[src/rtl/paralelo_serial_param_pkg.sv]
// Constants shared by the parallel-to-serial transmitter and the serial-to-parallel receiver.
// Bit-order modes and the default K28.5 idle symbol live here so both ends agree.
package paralelo_serial_param_pkg;

    localparam logic [7:0] PS_IDLE_K285 = 8'hBC;
    localparam int         PS_MIN_WIDTH = 2;

    typedef enum logic {
        PS_LSB_FIRST = 1'b0,
        PS_MSB_FIRST = 1'b1
    } ps_order_e;

    // Bit-counter width for a given word width (WIDTH >= 2 keeps this >= 1).
    function automatic int ps_cnt_w(input int width);
        return (width < PS_MIN_WIDTH) ? 1 : $clog2(width);
    endfunction

endpackage

[src/rtl/paralelo_serial_hold.sv]
// One-entry holding register in front of the shifter, with the valid/ready handshake.
// A held word may be replaced on the same edge it drains into the shifter.
module paralelo_serial_hold
    import paralelo_serial_param_pkg::*;
#(
    parameter int WIDTH = 8
) (
    input  logic             i_clk,
    input  logic             i_rst_n,
    input  logic             i_valid,
    input  logic [WIDTH-1:0] i_data,
    input  logic             i_boundary,
    output logic             o_ready,
    output logic             o_full,
    output logic [WIDTH-1:0] o_data
);

    logic             r_full;
    logic [WIDTH-1:0] r_data;
    logic             w_accept;

    assign o_ready  = !r_full || i_boundary;
    assign w_accept = i_valid && o_ready;
    assign o_full   = r_full;
    assign o_data   = r_data;

    always_ff @(posedge i_clk or negedge i_rst_n) begin
        if (!i_rst_n) begin
            r_full <= 1'b0;
        end else if (w_accept) begin
            r_full <= 1'b1;
        end else if (i_boundary) begin
            r_full <= 1'b0;
        end
    end

    // Payload carries no reset; r_full alone says whether it is meaningful.
    always_ff @(posedge i_clk) begin
        if (w_accept) begin
            r_data <= i_data;
        end
    end

endmodule

[src/rtl/paralelo_serial_param.sv]
// Parametrised parallel-to-serial converter: one WIDTH-bit word per WIDTH clocks,
// idle symbol inserted whenever no word is held, with word_start/idle_out framing.
module paralelo_serial_param
    import paralelo_serial_param_pkg::*;
#(
    parameter int               WIDTH     = 8,
    parameter logic [WIDTH-1:0] IDLE_WORD = WIDTH'(PS_IDLE_K285),
    parameter bit               MSB_FIRST = 1'b1
) (
    input  logic             clk_32f,
    input  logic             reset,
    input  logic             valid_in,
    input  logic [WIDTH-1:0] data_in,
    output logic             ready_out,
    output logic             data_out,
    output logic             word_start,
    output logic             idle_out
);

    localparam int               CNT_W = ps_cnt_w(WIDTH);
    localparam logic [CNT_W-1:0] LAST  = CNT_W'(WIDTH - 1);
    localparam ps_order_e        ORDER = MSB_FIRST ? PS_MSB_FIRST : PS_LSB_FIRST;

    logic [WIDTH-1:0] r_sreg;
    logic [CNT_W-1:0] r_bit_cnt;
    logic             r_first;

    logic             w_boundary;
    logic             w_hold_full;
    logic [WIDTH-1:0] w_hold_data;
    logic [WIDTH-1:0] w_src;
    logic [WIDTH-1:0] w_next;

    function automatic logic lead_bit(input logic [WIDTH-1:0] w);
        return (ORDER == PS_MSB_FIRST) ? w[WIDTH-1] : w[0];
    endfunction

    function automatic logic [WIDTH-1:0] advance(input logic [WIDTH-1:0] w);
        return (ORDER == PS_MSB_FIRST) ? {w[WIDTH-2:0], 1'b0} : {1'b0, w[WIDTH-1:1]};
    endfunction

    // The edge right after reset release is a boundary even though the counter is at 0.
    assign w_boundary = (r_bit_cnt == LAST) || r_first;
    assign w_src      = w_hold_full ? w_hold_data : IDLE_WORD;
    assign w_next     = advance(r_sreg);

    paralelo_serial_hold #(
        .WIDTH (WIDTH)
    ) u_hold (
        .i_clk      (clk_32f),
        .i_rst_n    (reset),
        .i_valid    (valid_in),
        .i_data     (data_in),
        .i_boundary (w_boundary),
        .o_ready    (ready_out),
        .o_full     (w_hold_full),
        .o_data     (w_hold_data)
    );

    always_ff @(posedge clk_32f or negedge reset) begin
        if (!reset) begin
            r_first    <= 1'b1;
            r_bit_cnt  <= '0;
            data_out   <= 1'b0;
            word_start <= 1'b0;
            idle_out   <= 1'b1;
        end else begin
            r_first <= 1'b0;
            if (w_boundary) begin
                r_bit_cnt  <= '0;
                data_out   <= lead_bit(w_src);
                word_start <= 1'b1;
                idle_out   <= !w_hold_full;
            end else begin
                r_bit_cnt  <= r_bit_cnt + CNT_W'(1);
                data_out   <= lead_bit(w_next);
                word_start <= 1'b0;
            end
        end
    end

    always_ff @(posedge clk_32f) begin
        r_sreg <= w_boundary ? w_src : w_next;
    end

endmodule

[config.mk]
export PLATFORM = sky130hd
export DESIGN_NAME = paralelo_serial_param
export DESIGN_NICKNAME = d
export VERILOG_FILES = /design/src/rtl/paralelo_serial_param_pkg.sv /design/src/rtl/paralelo_serial_hold.sv /design/src/rtl/paralelo_serial_param.sv
export SDC_FILE = /design/constraint.sdc
export NUM_CORES = 1
export LEC_CHECK = 0
export CORE_MARGIN = 8
export CORE_UTILIZATION = 35
export DETAILED_ROUTE_END_ITERATION = 10
export GPL_TIMING_DRIVEN = 0
export PLACE_DENSITY = 0.67
export REMOVE_ABC_BUFFERS = 1
export SLEW_MARGIN = 20
export SYNTH_ARGS = -nofsm -noshare
export SYNTH_HDL_FRONTEND = slang
export SYNTH_SLANG_ARGS = --single-unit
[constraint.sdc]
create_clock -name clk_32f -period 2.7 [get_ports clk_32f]
set_input_delay 0.54 -clock clk_32f [delete_from_list [all_inputs] [get_ports clk_32f]]
set_output_delay 0.54 -clock clk_32f [all_outputs]
set_load 0.01 [all_outputs]
==> impl_metrics.env <==
export IMPL_wl_um=1230
export IMPL_die_area_um2=4180
export IMPL_ios=15
export IMPL_vdd_ir_drop_worst_mv=0.291
export IMPL_report_final_setup_viol=0
export IMPL_insertedDiodeCount=0
export IMPL_grt_first_pass_wirelength_um=2150
export IMPL_cts_reportedPaths_clkPinSlew_ns=0.11
export IMPL_drt_antenna_violating_nets=0
export IMPL_route_detailed_vias_per_inst=4.53
export IMPL_most_area_hungry_cell_type_in_the_yosys_netlist="edfxtp_1"
export IMPL_first_global_vias=502
export IMPL_routabilityCongestion=0.700
export IMPL_cell_internal_pwr_w=0.000480
export IMPL_cts_sink_count=23
export IMPL_pwr_density_cell_nw_per_um2=613
export IMPL_netlist_area_um2=828
export IMPL_crit_type="reg2out"
export IMPL_postCtsResizedCells=0
export IMPL_die_w_um=64.6
export IMPL_numCtsBuffers=3
export IMPL_yosys_top_cells_area="edfxtp_1, dfrtp_1, dfxtp_1"
export IMPL_synthMostInstantiatedCell="edfxtp_1"
export IMPL_drv_max_cap_violation_count=0
export IMPL_antenna_found_initial=0
export IMPL_core_area_um2=2230
export IMPL_clockPowerShare_pct=24.7
export IMPL_fin_skew_ns=0.00233
export IMPL_slew_headroom_pct=51.0
export IMPL_floorplan_initialDensity_pct=37.1
export IMPL_post_synth_top_area_share_pct=29.0
export IMPL_synth_cell_types=23
export IMPL_p_seq_share_pct=65.8
export IMPL_status="complete, no violations"
export IMPL_port_buffers=14
export IMPL_switching_power_w=0.000130
export IMPL_synthesis_area_per_instance_um2=13.4
export IMPL_area_delta_synth_final_pct=20.2
export IMPL_post_layout_nonfiller_instances=104
export IMPL_drt_drc_violations_left=0
export IMPL_gr_total_overflow=0
export IMPL_cts_hold_buf=0
export IMPL_avgRoutedWirePerCell_um=11.8
export IMPL_cts_tree="done"
export IMPL_comb_power_share_pct=9.5
export IMPL_grt_setup_unrepaired="no"
export IMPL_synth_yosys_seq_area_share_pct=70.4
export IMPL_placed_cells=100
export IMPL_crit_required_ns=2.16
export IMPL_asyncSetResetFlopFracSynth_pct=34.8
export IMPL_synth_flop_cell="edfxtp_1"
export IMPL_setup_worst_path_start_class="flip-flop"
export IMPL_utilization_of_the_core_after_routing_pct=44.6
export IMPL_crit_path_max_fanout=9
export IMPL_ys_warnings_count=0
export IMPL_ctsLongestPathBuffers=2
export IMPL_synth_enable_flop_cells=8
export IMPL_max_stage_delay_ns=0.49
export IMPL_chip_height_um=64.6
export IMPL_final_min_clock_period_ns=2.54
export IMPL_timing_max_transition_violations_final=0
export IMPL_cts_setup_buffers=0
export IMPL_crit_chain="ha_1 > ha_1 > nor2_8 > nand2_1 > clkdlybuf4s50_1"
export IMPL_post_dp_hpwl_um=904
export IMPL_global_route_usage_total_pct=6.83
export IMPL_crit_top_cell="ha_1"
export IMPL_post_route_period_util_pct=94.2
export IMPL_dr_pass1_iters=4
export IMPL_final_layout_size_suffix_gt1_share_pct=9.21
export IMPL_route_vias_total=471
export IMPL_synth_top_cells_by_count="edfxtp_1, dfxtp_1, inv_1"
export IMPL_max_freq_mhz=393
export IMPL_layout_nets=90
export IMPL_grt_max_degree=13
export IMPL_power_switching_fraction_pct=21.4
export IMPL_rows=17
export IMPL_power_leakage_nw=0.414
export IMPL_worstHoldPathType="reg2reg"
export IMPL_worstPathArrival_ns=2.00
export IMPL_postSynthCellCount=62
export IMPL_clock_latency_ns=0.31
export IMPL_hold_ws_ns=0.454
export IMPL_cts_htree_levels=1
export IMPL_cp_end_kind="output port"
export IMPL_dr_first_iter_drc_count=16
export IMPL_finalHoldViolCount=0
export IMPL_clk_root_buffer_cell="clkbuf_4"
export IMPL_setup_tns_ns=0
export IMPL_slowest_stage="clkdlybuf4s50_1"
export IMPL_synth_ff_latch_count=23
export IMPL_worst_slew_pin_transition_ns=0.733
==> layer usage <==
layer | vias to the layer above | track usage [%] | share of wire, %
met2 | 15 | 10.6 | 47
li1 | 239 | - | -
met4 | 0 | 7.36 | 4.6
met1 | 212 | 6.44 | 40
met5 | - | 0 | 0
met3 | 5 | 2.92 | 7.8
==> placed cells by master, fill, tap and decap left out, types with 3 or more instances in the layout <==
| master | Yosys | final |
|---|---|---|
| a31oi_1 | 5 | 5 |
| clkbuf_4 | 0 | 3 |
| clkdlybuf4s50_1 | 0 | 14 |
| dfrtp_1 | 6 | 6 |
| dfxtp_1 | 7 | 7 |
| edfxtp_1 | 8 | 8 |
| inv_1 | 7 | 7 |
| nor3_1 | 6 | 6 |
==> final timing paths <==
kind                                     to  cells past startpoint  slack (ns)         start
setup / recovery                  ready_out                      5        0.16  r_bit_cnt[0]
hold reg to reg                r_bit_cnt[0]                      1        0.45  r_bit_cnt[0]
setup reg to reg           u_hold.o_data[2]                      4        0.67  r_bit_cnt[0]
min in group asynchronous      r_bit_cnt[0]                      1        0.49         reset
hold / removal                 r_bit_cnt[0]                      1        0.45  r_bit_cnt[0]
max in group asynchronous          idle_out                      1        1.91         reset
==> power by group through the flow <==
stage,Sequential (W),Combinational [W],Clock [W]
2_1_floorplan,0.000408,0.0000246,0
3_3_place_gp,0.000408,0.0000565,0
3_5_place_dp,0.000410,0.0000589,0
4_1_cts,0.000402,0.0000591,0.000160
5_1_grt,0.000405,0.0000651,0.000171
6_report,0.000401,0.0000580,0.000151
==> critical path: cells and delay by family (launching register included) <==
family,cells,cell delay (ns)
adder cells (fa/ha/maj),2,0.54
buffers and inverters,1,0.49
flip-flops,1,0.40
AND/OR/NAND/NOR,2,0.25
==> metrics by stage <==
stage | area (µm²) | setup WS (ns) | power, W
after global placement | 970 | 0.390 | 0.000465
final | 996 | 0.156 | 0.000611
after detailed placement | 970 | 0.360 | 0.000468
after CTS | 996 | 0.124 | 0.000621
after global routing | 996 | 0.0417 | 0.000641
after floorplan | 795 | 0.721 | 0.000433
==> flip-flops by register name, summed over array words and instances (netlist names) <==
register / count
u_hold.o_full: 1
u_hold.o_data: 8
word_start: 1
r_bit_cnt: 3
idle_out: 1
data_out: 1
r_sreg: 7
r_first: 1
==> cell type report <==
class                      instances  area, µm²
timing repair buffer              14        140
clock buffer                       4       26.3
sequential                        23        583
fill                             223       1240
multi-input combinational         27        181
inverter                           8       30.0
tap                               28       35.0
==> cells by family (layout without fill, tap and decap cells) <==
group	count (synthesis)	count (layout)	share of synthesized area, %
DFF	23	23	70.4
AOI/OAI and AO/OA	12	12	9.21
and+or+nand+nor	12	12	9.21
buffers and inverters	12	26	7.70
adders and majority gates	2	2	3.02
other	1	1	0.453
Note: power is estimated with default switching activity, not from simulation.
